===== config.mk =====
export PLATFORM = sky130hd
export DESIGN_NAME = div_arbiter
export DESIGN_NICKNAME = d
export VERILOG_FILES = /design/src/rtl/div_pkg.sv /design/src/rtl/dff.sv /design/src/rtl/rr_arbiter.sv /design/src/rtl/div_arbiter.sv
export SDC_FILE = /design/constraint.sdc
export NUM_CORES = 1
export LEC_CHECK = 0
export CAP_MARGIN = 5
export CORE_ASPECT_RATIO = 0.7
export CORE_MARGIN = 4
export CORE_UTILIZATION = 30
export CTS_CLUSTER_SIZE = 25
export DETAILED_ROUTE_END_ITERATION = 8
export GPL_TIMING_DRIVEN = 1
export MAX_ROUTING_LAYER = met4
export SYNTH_ARGS = -nofsm -noshare
export SYNTH_HDL_FRONTEND = slang
export SYNTH_SLANG_ARGS = --single-unit

===== constraint.sdc =====
create_clock -name Clock -period 3 [get_ports Clock]
set_input_delay 0.45 -clock Clock [delete_from_list [all_inputs] [get_ports Clock]]
set_output_delay 0.45 -clock Clock [all_outputs]
set_load 0.02 [all_outputs]

===== src/rtl/div_pkg.sv =====
// rtl/div_pkg.sv - shared encodings and constants for the divider arbiter
package div_pkg;

    localparam int DIV_WIDTH = 16;

    typedef enum logic [1:0] {
        IDLE  = 2'b00,
        BUSY  = 2'b01,
        DRAIN = 2'b10,
        RESP  = 2'b11
    } state_t;

    localparam logic [DIV_WIDTH-1:0] DIV_ZERO_QUO = '1;

endpackage


===== src/rtl/dff.sv =====
// rtl/dff.sv - register primitive with synchronous active-high clear to zero
module dff #(
    parameter int W = 1
) (
    input  logic         clk,
    input  logic         rst,
    input  logic [W-1:0] d,
    output logic [W-1:0] q
);

    always_ff @(posedge clk) begin
        if (rst) begin
            q <= '0;
        end else begin
            q <= d;
        end
    end

endmodule


===== src/rtl/rr_arbiter.sv =====
// rtl/rr_arbiter.sv - combinational round-robin picker, searches upward from ptr with wrap
module rr_arbiter #(
    parameter int NUM_REQ = 2,
    parameter int IDX_W   = 1
) (
    input  logic [NUM_REQ-1:0] req,
    input  logic [IDX_W-1:0]   ptr,
    output logic [NUM_REQ-1:0] grant,
    output logic [IDX_W-1:0]   grant_idx
);

    logic found;

    // Both loops are constant-bounded so every vector index stays static.
    always_comb begin
        found     = 1'b0;
        grant     = '0;
        grant_idx = '0;
        for (int k = 0; k < NUM_REQ; k++) begin
            for (int j = 0; j < NUM_REQ; j++) begin
                if (!found && req[j] && (j == ((int'(ptr) + k) % NUM_REQ))) begin
                    found     = 1'b1;
                    grant[j]  = 1'b1;
                    grant_idx = IDX_W'(j);
                end
            end
        end
    end

endmodule


===== src/rtl/div_arbiter.sv =====
// rtl/div_arbiter.sv - shares one Start/Done divider among NUM_REQ requesters, round-robin
module div_arbiter
    import div_pkg::*;
#(
    parameter int NUM_REQ = 2,
    parameter int WIDTH   = DIV_WIDTH,
    parameter int IDX_W   = 1
) (
    input  logic                     Clock,
    input  logic                     Reset,
    input  logic [NUM_REQ-1:0]       Req_Valid,
    output logic [NUM_REQ-1:0]       Req_Ready,
    input  logic [NUM_REQ*WIDTH-1:0] Req_Dividend,
    input  logic [NUM_REQ*WIDTH-1:0] Req_Divisor,
    output logic [NUM_REQ-1:0]       Rsp_Valid,
    output logic [WIDTH-1:0]         Rsp_Quotient,
    output logic [WIDTH-1:0]         Rsp_Remainder,
    output logic                     Rsp_DivZero,
    output logic                     Busy,
    output logic                     Div_Start,
    output logic [WIDTH-1:0]         Div_Dividend,
    output logic [WIDTH-1:0]         Div_Divisor,
    input  logic [WIDTH-1:0]         Div_Quotient,
    input  logic [WIDTH-1:0]         Div_Remainder,
    input  logic                     Div_Done
);

    state_t             state_q, state_d;
    logic [1:0]         state_raw;
    logic [IDX_W-1:0]   ptr_q, ptr_d;
    logic [IDX_W-1:0]   grant_q, grant_d;
    logic [WIDTH-1:0]   dvd_q, dvd_d, dvs_q, dvs_d;
    logic [WIDTH-1:0]   quo_q, quo_d, rem_q, rem_d;
    logic               dz_q, dz_d;

    logic [NUM_REQ-1:0] arb_grant;
    logic [IDX_W-1:0]   arb_idx;
    logic [WIDTH-1:0]   sel_dvd, sel_dvs;

    rr_arbiter #(
        .NUM_REQ (NUM_REQ),
        .IDX_W   (IDX_W)
    ) u_rr (
        .req       (Req_Valid),
        .ptr       (ptr_q),
        .grant     (arb_grant),
        .grant_idx (arb_idx)
    );

    always_comb begin
        sel_dvd = '0;
        sel_dvs = '0;
        for (int i = 0; i < NUM_REQ; i++) begin
            if (arb_idx == IDX_W'(i)) begin
                sel_dvd = Req_Dividend[i*WIDTH +: WIDTH];
                sel_dvs = Req_Divisor[i*WIDTH +: WIDTH];
            end
        end
    end

    dff #(.W(2))     u_state (.clk(Clock), .rst(Reset), .d(state_d), .q(state_raw));
    dff #(.W(IDX_W)) u_ptr   (.clk(Clock), .rst(Reset), .d(ptr_d),   .q(ptr_q));
    dff #(.W(IDX_W)) u_grant (.clk(Clock), .rst(Reset), .d(grant_d), .q(grant_q));
    dff #(.W(WIDTH)) u_dvd   (.clk(Clock), .rst(Reset), .d(dvd_d),   .q(dvd_q));
    dff #(.W(WIDTH)) u_dvs   (.clk(Clock), .rst(Reset), .d(dvs_d),   .q(dvs_q));
    dff #(.W(WIDTH)) u_quo   (.clk(Clock), .rst(Reset), .d(quo_d),   .q(quo_q));
    dff #(.W(WIDTH)) u_rem   (.clk(Clock), .rst(Reset), .d(rem_d),   .q(rem_q));
    dff #(.W(1))     u_dz    (.clk(Clock), .rst(Reset), .d(dz_d),    .q(dz_q));

    assign state_q = state_t'(state_raw);

    always_comb begin
        state_d   = state_q;
        ptr_d     = ptr_q;
        grant_d   = grant_q;
        dvd_d     = dvd_q;
        dvs_d     = dvs_q;
        quo_d     = quo_q;
        rem_d     = rem_q;
        dz_d      = dz_q;
        Req_Ready = '0;
        Rsp_Valid = '0;
        Div_Start = 1'b0;
        case (state_q)
            IDLE: begin
                Req_Ready = arb_grant;
                if (|(Req_Valid & arb_grant)) begin
                    grant_d = arb_idx;
                    dvd_d   = sel_dvd;
                    dvs_d   = sel_dvs;
                    // Divide-by-zero is answered locally; the divider never sees it.
                    if (sel_dvs == '0) begin
                        quo_d   = DIV_ZERO_QUO;
                        rem_d   = sel_dvd;
                        dz_d    = 1'b1;
                        state_d = RESP;
                    end else begin
                        dz_d    = 1'b0;
                        state_d = BUSY;
                    end
                end
            end
            BUSY: begin
                Div_Start = 1'b1;
                if (Div_Done) begin
                    quo_d   = Div_Quotient;
                    rem_d   = Div_Remainder;
                    state_d = DRAIN;
                end
            end
            // Wait out the old Done level so it cannot complete the next job.
            DRAIN: begin
                if (!Div_Done) begin
                    state_d = RESP;
                end
            end
            RESP: begin
                Rsp_Valid = NUM_REQ'(1) << grant_q;
                ptr_d     = (grant_q == IDX_W'(NUM_REQ - 1)) ? '0 : grant_q + 1'b1;
                state_d   = IDLE;
            end
            default: state_d = IDLE;
        endcase
    end

    assign Busy          = (state_q != IDLE);
    assign Div_Dividend  = dvd_q;
    assign Div_Divisor   = dvs_q;
    assign Rsp_Quotient  = quo_q;
    assign Rsp_Remainder = rem_q;
    assign Rsp_DivZero   = (state_q == RESP) && dz_q;

endmodule


### Yosys cells after proc, flatten, opt, wreduce, memory -nomap -nowiden

Index checks and enable logic that the tools add are counted.

| word-level totals | value |
|---|---|
| register bits | 69 |
| word-level logic and storage cells | 70 |

| operators by class | value |
|---|---|
| $add $sub $neg | 2 |
| equal/unequal tests | 8 |
| shift operators | 1 |
| muxes and demuxes | 28 |
| bitwise gates (word level) | 2 |
| reductions and logical operators | 21 |

Operator list:

| cell | count |
|---|---|
| $mux W16 | 8 |
| $logic_not A32 Y1 | 2 |
| $pmux W16 S2 | 2 |
| $logic_not A16 Y1 | 1 |
| $mux W2 | 6 |
| $mux W1 | 11 |
| $logic_and A1 B1 Y1 | 8 |
| $ne A2 B2 Y1 const B | 4 |
| $pmux W2 S4 | 1 |
| $eq A2 B2 Y1 const B | 2 |
| $reduce_and A4 Y1 | 1 |
| $reduce_bool A2 Y1 | 2 |
| $logic_not A1 Y1 | 3 |
| $reduce_and A3 Y1 | 1 |
| $add A1 B1 Y1 const B | 2 |
| $and A2 B2 Y2 | 1 |
| $eq A2 B1 Y1 const B | 1 |
| $eq A2 B2 Y1 const A | 1 |
| $logic_not A2 Y1 | 1 |
| $reduce_and A2 Y1 | 1 |
| $reduce_or A2 Y1 | 1 |
| $shl A1 B1 Y2 const A | 1 |
| $and A1 B1 Y1 const A | 1 |

### Depth between registers and ports, before layout

| depth | value |
|---|---|
| word-level depth | 20 |
| gate-level depth with buffers | 10 |
| gate-level depth less buffers | 7 |

### Hierarchy

Synthesis repeated with hierarchy kept, for this count alone.

| second synthesis, totals | value |
|---|---|
| cells, all modules | 401 |
| area, all modules | 3484.6 sq um |

Modules (own cells, without submodules):

| module | instances | cells an instance | area an instance (sq um) |
|---|---|---|---|
| dff (u_dvd ...) | 4 | 33 | 464.2 |
| div_arbiter | 1 | 255 | 1443.9 |
| dff (u_dz ...) | 3 | 2 | 33.8 |
| dff (u_state) | 1 | 4 | 52.6 |
| rr_arbiter | 1 | 4 | 30.0 |

### Least setup slack after synthesis

Ideal clock, no wire load.

| path | value |
|---|---|
| path kind | flip-flop to flip-flop |
| start | register u_state.q[1] |
| end | register u_quo.q[0] |
| setup time | 70 ps |
| data arrival time | 2248 ps |
| required time | 2930 ps |
| slack | 681 ps |
| cell stages (with the launch flop) | 11 |
| path through | dfxtp_1 -> inv_1 -> ha_1 -> clkinv_1 -> nor2_1 -> or4_1 -> buf_6 -> buf_6 -> clkbuf_1 -> nand3_1 -> a21oi_1 |

| between the ends | value |
|---|---|
| cells in the longest elaborated chain, start to end | 3 |
| elaborated cells on any way between the ends | 8 |

Ends and longest elaborated chain:

| element | line | text |
|---|---|---|
| start, declared | dff.sv:8 | `output logic [W-1:0] q` |
| start signal, assigned | dff.sv:13 | `q <= '0;` |
| start signal, assigned | dff.sv:15 | `q <= d;` |
| $eq A2 B1 Y1 / $logic_not A2 Y1 (equally long branches) | div_arbiter.sv:84 | `case (state_q)` |
| $ne A2 B2 Y1 (no source line) / $reduce_bool A2 Y1 (equally long branches) | - |  |
| $reduce_and A4 Y1 (no source line) | - |  |
| end signal, assigned | dff.sv:13 |  |
| end signal, assigned | dff.sv:15 |  |
| end, declared | dff.sv:8 |  |

Several ways; a longest one is shown, not always the timed one.
A chain may end at the register's enable or synchronous reset.

### Worst setup path after layout

| path | value |
|---|---|
| start | register u_state.q[1] |
| end | output Req_Ready[1] |

| between the ends | value |
|---|---|
| cells in the longest elaborated chain, start to end | 2 |

Ends and longest elaborated chain:

| element | line | text |
|---|---|---|
| $logic_not A2 Y1 | div_arbiter.sv:84 |  |
| $mux W2 | div_arbiter.sv:84 |  |
| end, declared | div_arbiter.sv:12 | `output logic [NUM_REQ-1:0] Req_Ready,` |

No other way between the ends.

==> flow_summary_export.csv <==
group,metric,value,unit
clock_network,post_cts_buffers,0,
routing,route.detailed.drc,0,
critical_path,cp.arrival,2.25,ns
clock_network,clockBufferDepth,2,
cells_and_area,post-route-util,51.24,%
global_route,grt_max_degree,60,
logic_synthesis,yosys_register_bits,69,
floorplan,pin_count,172,
clock_network,ctsRootBufferMaster,"clkbuf_16",
logic_synthesis,synth.avg_cell_area,8.417,µm²
logic_synthesis,synthCells,381,
floorplan,die_height,94.50,µm
routing,wl,11.59,mm
cells_and_area,n_fill_cell,966,
logic_synthesis,async_flop_share,0,%
timing,fmax,370.4,MHz
floorplan,rows,31,
global_route,grt.total_usage,18.78,%
clock_network,clkTransAtPathRegs,0.05,ns
logic_synthesis,synth-seq-area-share,43.07,%
timing,fin_setup_tns,0,ns
floorplan,initial_utilization,30.85,%
global_route,grt-ovfl-total,0,
power,finalPower,4.182,mW
cells_and_area,drive_gt1_share,6.998,%
cells_and_area,diodes,0,
logic_synthesis,synth_common_cells,"69 x dfxtp_1, 54 x nor2_1, 34 x nand2_1, 34 x nand3_1, 33 x a21oi_1",
logic_synthesis,synth_top_area_share,43.07,%
timing,setup_violations,0,
logic_synthesis,ys_top_cells_by_area,"dfxtp_1 43%, nor2_1 6.3%, mux2i_1 5.3%",
routing,via_per_inst,5.156,
min_path,hold_class,"register to register",
logic_synthesis,netlist_area,3207,µm²
power,p_leak,1.964,nW
global_route,grt_first_pass_wirelength,18.22,mm
timing,maxSlewViolCount,0,
timing,final_hold_viol_count,0,
global_route,grt_pass1_vias,3420,
timing,fin_skew,0.005044,ns
floorplan,die_area,12430,µm²
cells_and_area,multi_input_area,1665,µm²
floorplan,core_area,10400,µm²
clock_network,insertion_delay,0.33,ns
routing,final_antenna_net_count,0,
routing,wl_per_cell,17.16,µm
cells_and_area,syn_to_final_growth,66.09,%
clock_network,post_cts_resize_count,0,
logic_synthesis,synth_edf_count,0,
critical_path,crit_required,2.55,ns
logic_synthesis,ys.flop_type,"dfxtp_1",
power,power_density,785.1,nW/µm²
timing,finalCriticalPeriod,2.700,ns
global_route,antenna_found_initial,0,
floorplan,die_w,131.6,µm
logic_synthesis,yosysMostFrequentCell,"dfxtp_1",
power,ir_drop,0.3612,mV
routing,dr.pass1.iters,4,
place,port_buffers,171,
logic_synthesis,yosysTopAreaCell,"dfxtp_1",
logic_synthesis,synth_nets,486,
clock_network,cts_htree_levels,3,
clock_network,cts_tree,"done",
flow_run,maxCapViolations,0,
critical_path,crit_fanout,7,
routing,vias,3480,
critical_path,critPathCaptureType,"primary output",
cells_and_area,layout.nets,645,
critical_path,critical_path_class,"register to primary output",
timing,relSlewSlack,53.89,%
clock_network,hold_buffers,0,
logic_synthesis,ys_types,34,
timing,post-route-period-util,90.00,%
routing,drtIter0Drc,300,
place,routabilityCongestion,0.7917,
timing,rsz0062_at_grt,"no",
cells_and_area,seq_area,1381,µm²
run_status,outcome,"finished clean",
timing,tightestPinTransition,0.6917,ns
place,hpwl,8.478,mm
clock_network,cts_num_sinks,69,
logic_synthesis,ys_warn_count,0,
clock_network,cts_buffers,9,
critical_path,start_kind,"register",
flip-flops by register name (all words and copies together), names as in the netlist:
register,count
u_grant.q,1
u_dvs.q,16
u_rem.q,16
u_quo.q,16
u_state.q,2
u_dz.q,1
u_ptr.q,1
u_dvd.q,16
per-stage QoR:
stage / area [µm²] / hold slack (ns) / setup slack, ns / cells
final: 5326 / 0.4611 / 0.3001 / 675
after global routing: 5326 / 0.4894 / 0.1686 / 675
after CTS: 5326 / 0.4647 / 0.3138 / 675
after detailed placement: 5060 / 0.4574 / 0.1919 / 661
after global placement: 5060 / 0.4506 / 0.1890 / 661
after floorplan: 3207 / 0.4522 / 0.6812 / 381
metal layers:
layer  vias up  wire length [µm]  global-route usage [%]
met2       147              4933                   26.93
li1       1723                 -                       -
met4         0                98                   4.895
met5         -                 0                       -
met1      1598              5720                   25.58
met3        12               832                   5.964
worst max-delay path: stages, from the launching register on:
cell and delay, ns:
dfxtp_1 0.33, inv_1 0.10, ha_1 0.26, clkinv_1 0.30
nor2_1 0.27, clkdlybuf4s50_1 0.66
path summary, 6_finish.rpt:
kind	from	endpoint	slack, ns	cells after the start
worst max register to register	u_state.q[1]$_SDFFE_PP0P_	u_quo.q[2]$_SDFFE_PP0P_	0.50	9
worst min-delay path	u_quo.q[5]$_SDFFE_PP0P_	u_quo.q[5]$_SDFFE_PP0P_	0.46	2
worst max-delay path	u_state.q[1]$_SDFFE_PP0P_	Req_Ready[1]	0.30	5
worst min register to register	u_quo.q[5]$_SDFFE_PP0P_	u_quo.q[5]$_SDFFE_PP0P_	0.46	2
area by class of cell:
cell class | instances | area share, %
Clock buffer | 12 | 4.816
Inverter | 5 | 0.3524
Multi-Input combinational cell | 271 | 31.27
Timing Repair Buffer | 184 | 34.34
Tap cell | 132 | 3.101
Clock inverter | 2 | 0.1879
Sequential cell | 69 | 25.93
report_power, final:
part	switching (mW)	internal [mW]
Sequential	0.131	1.16
Clock	0.367	0.592
Combinational	1.07	0.861
cells by family (layout without fill, tap and decap cells):
| kind of cell | count (synthesis) | count (layout) | share of synthesized area (%) |
|---|---|---|---|
| simple gates | 146 | 146 | 20.91 |
| compound gates | 101 | 101 | 22.47 |
| flops | 69 | 69 | 43.07 |
| buf+inv | 41 | 203 | 5.618 |
| mux | 20 | 20 | 6.360 |
| fa+ha+maj | 4 | 4 | 1.561 |
layout by cell type, fill, tap and decap left out, types with 4 or more instances in the layout:
cell	instances
a211oi_1	13
a21oi_1	33
a221o_1	13
a311oi_1	16
buf_4	11
clkbuf_16	9
clkdlybuf4s50_1	170
dfxtp_1	69
ha_1	4
mux2i_1	17
nand2_1	34
nand3_1	34
nor2_1	53
nor2b_1	4
nor4_1	6
o22ai_1	17
(Power assumes the default switching activity.)
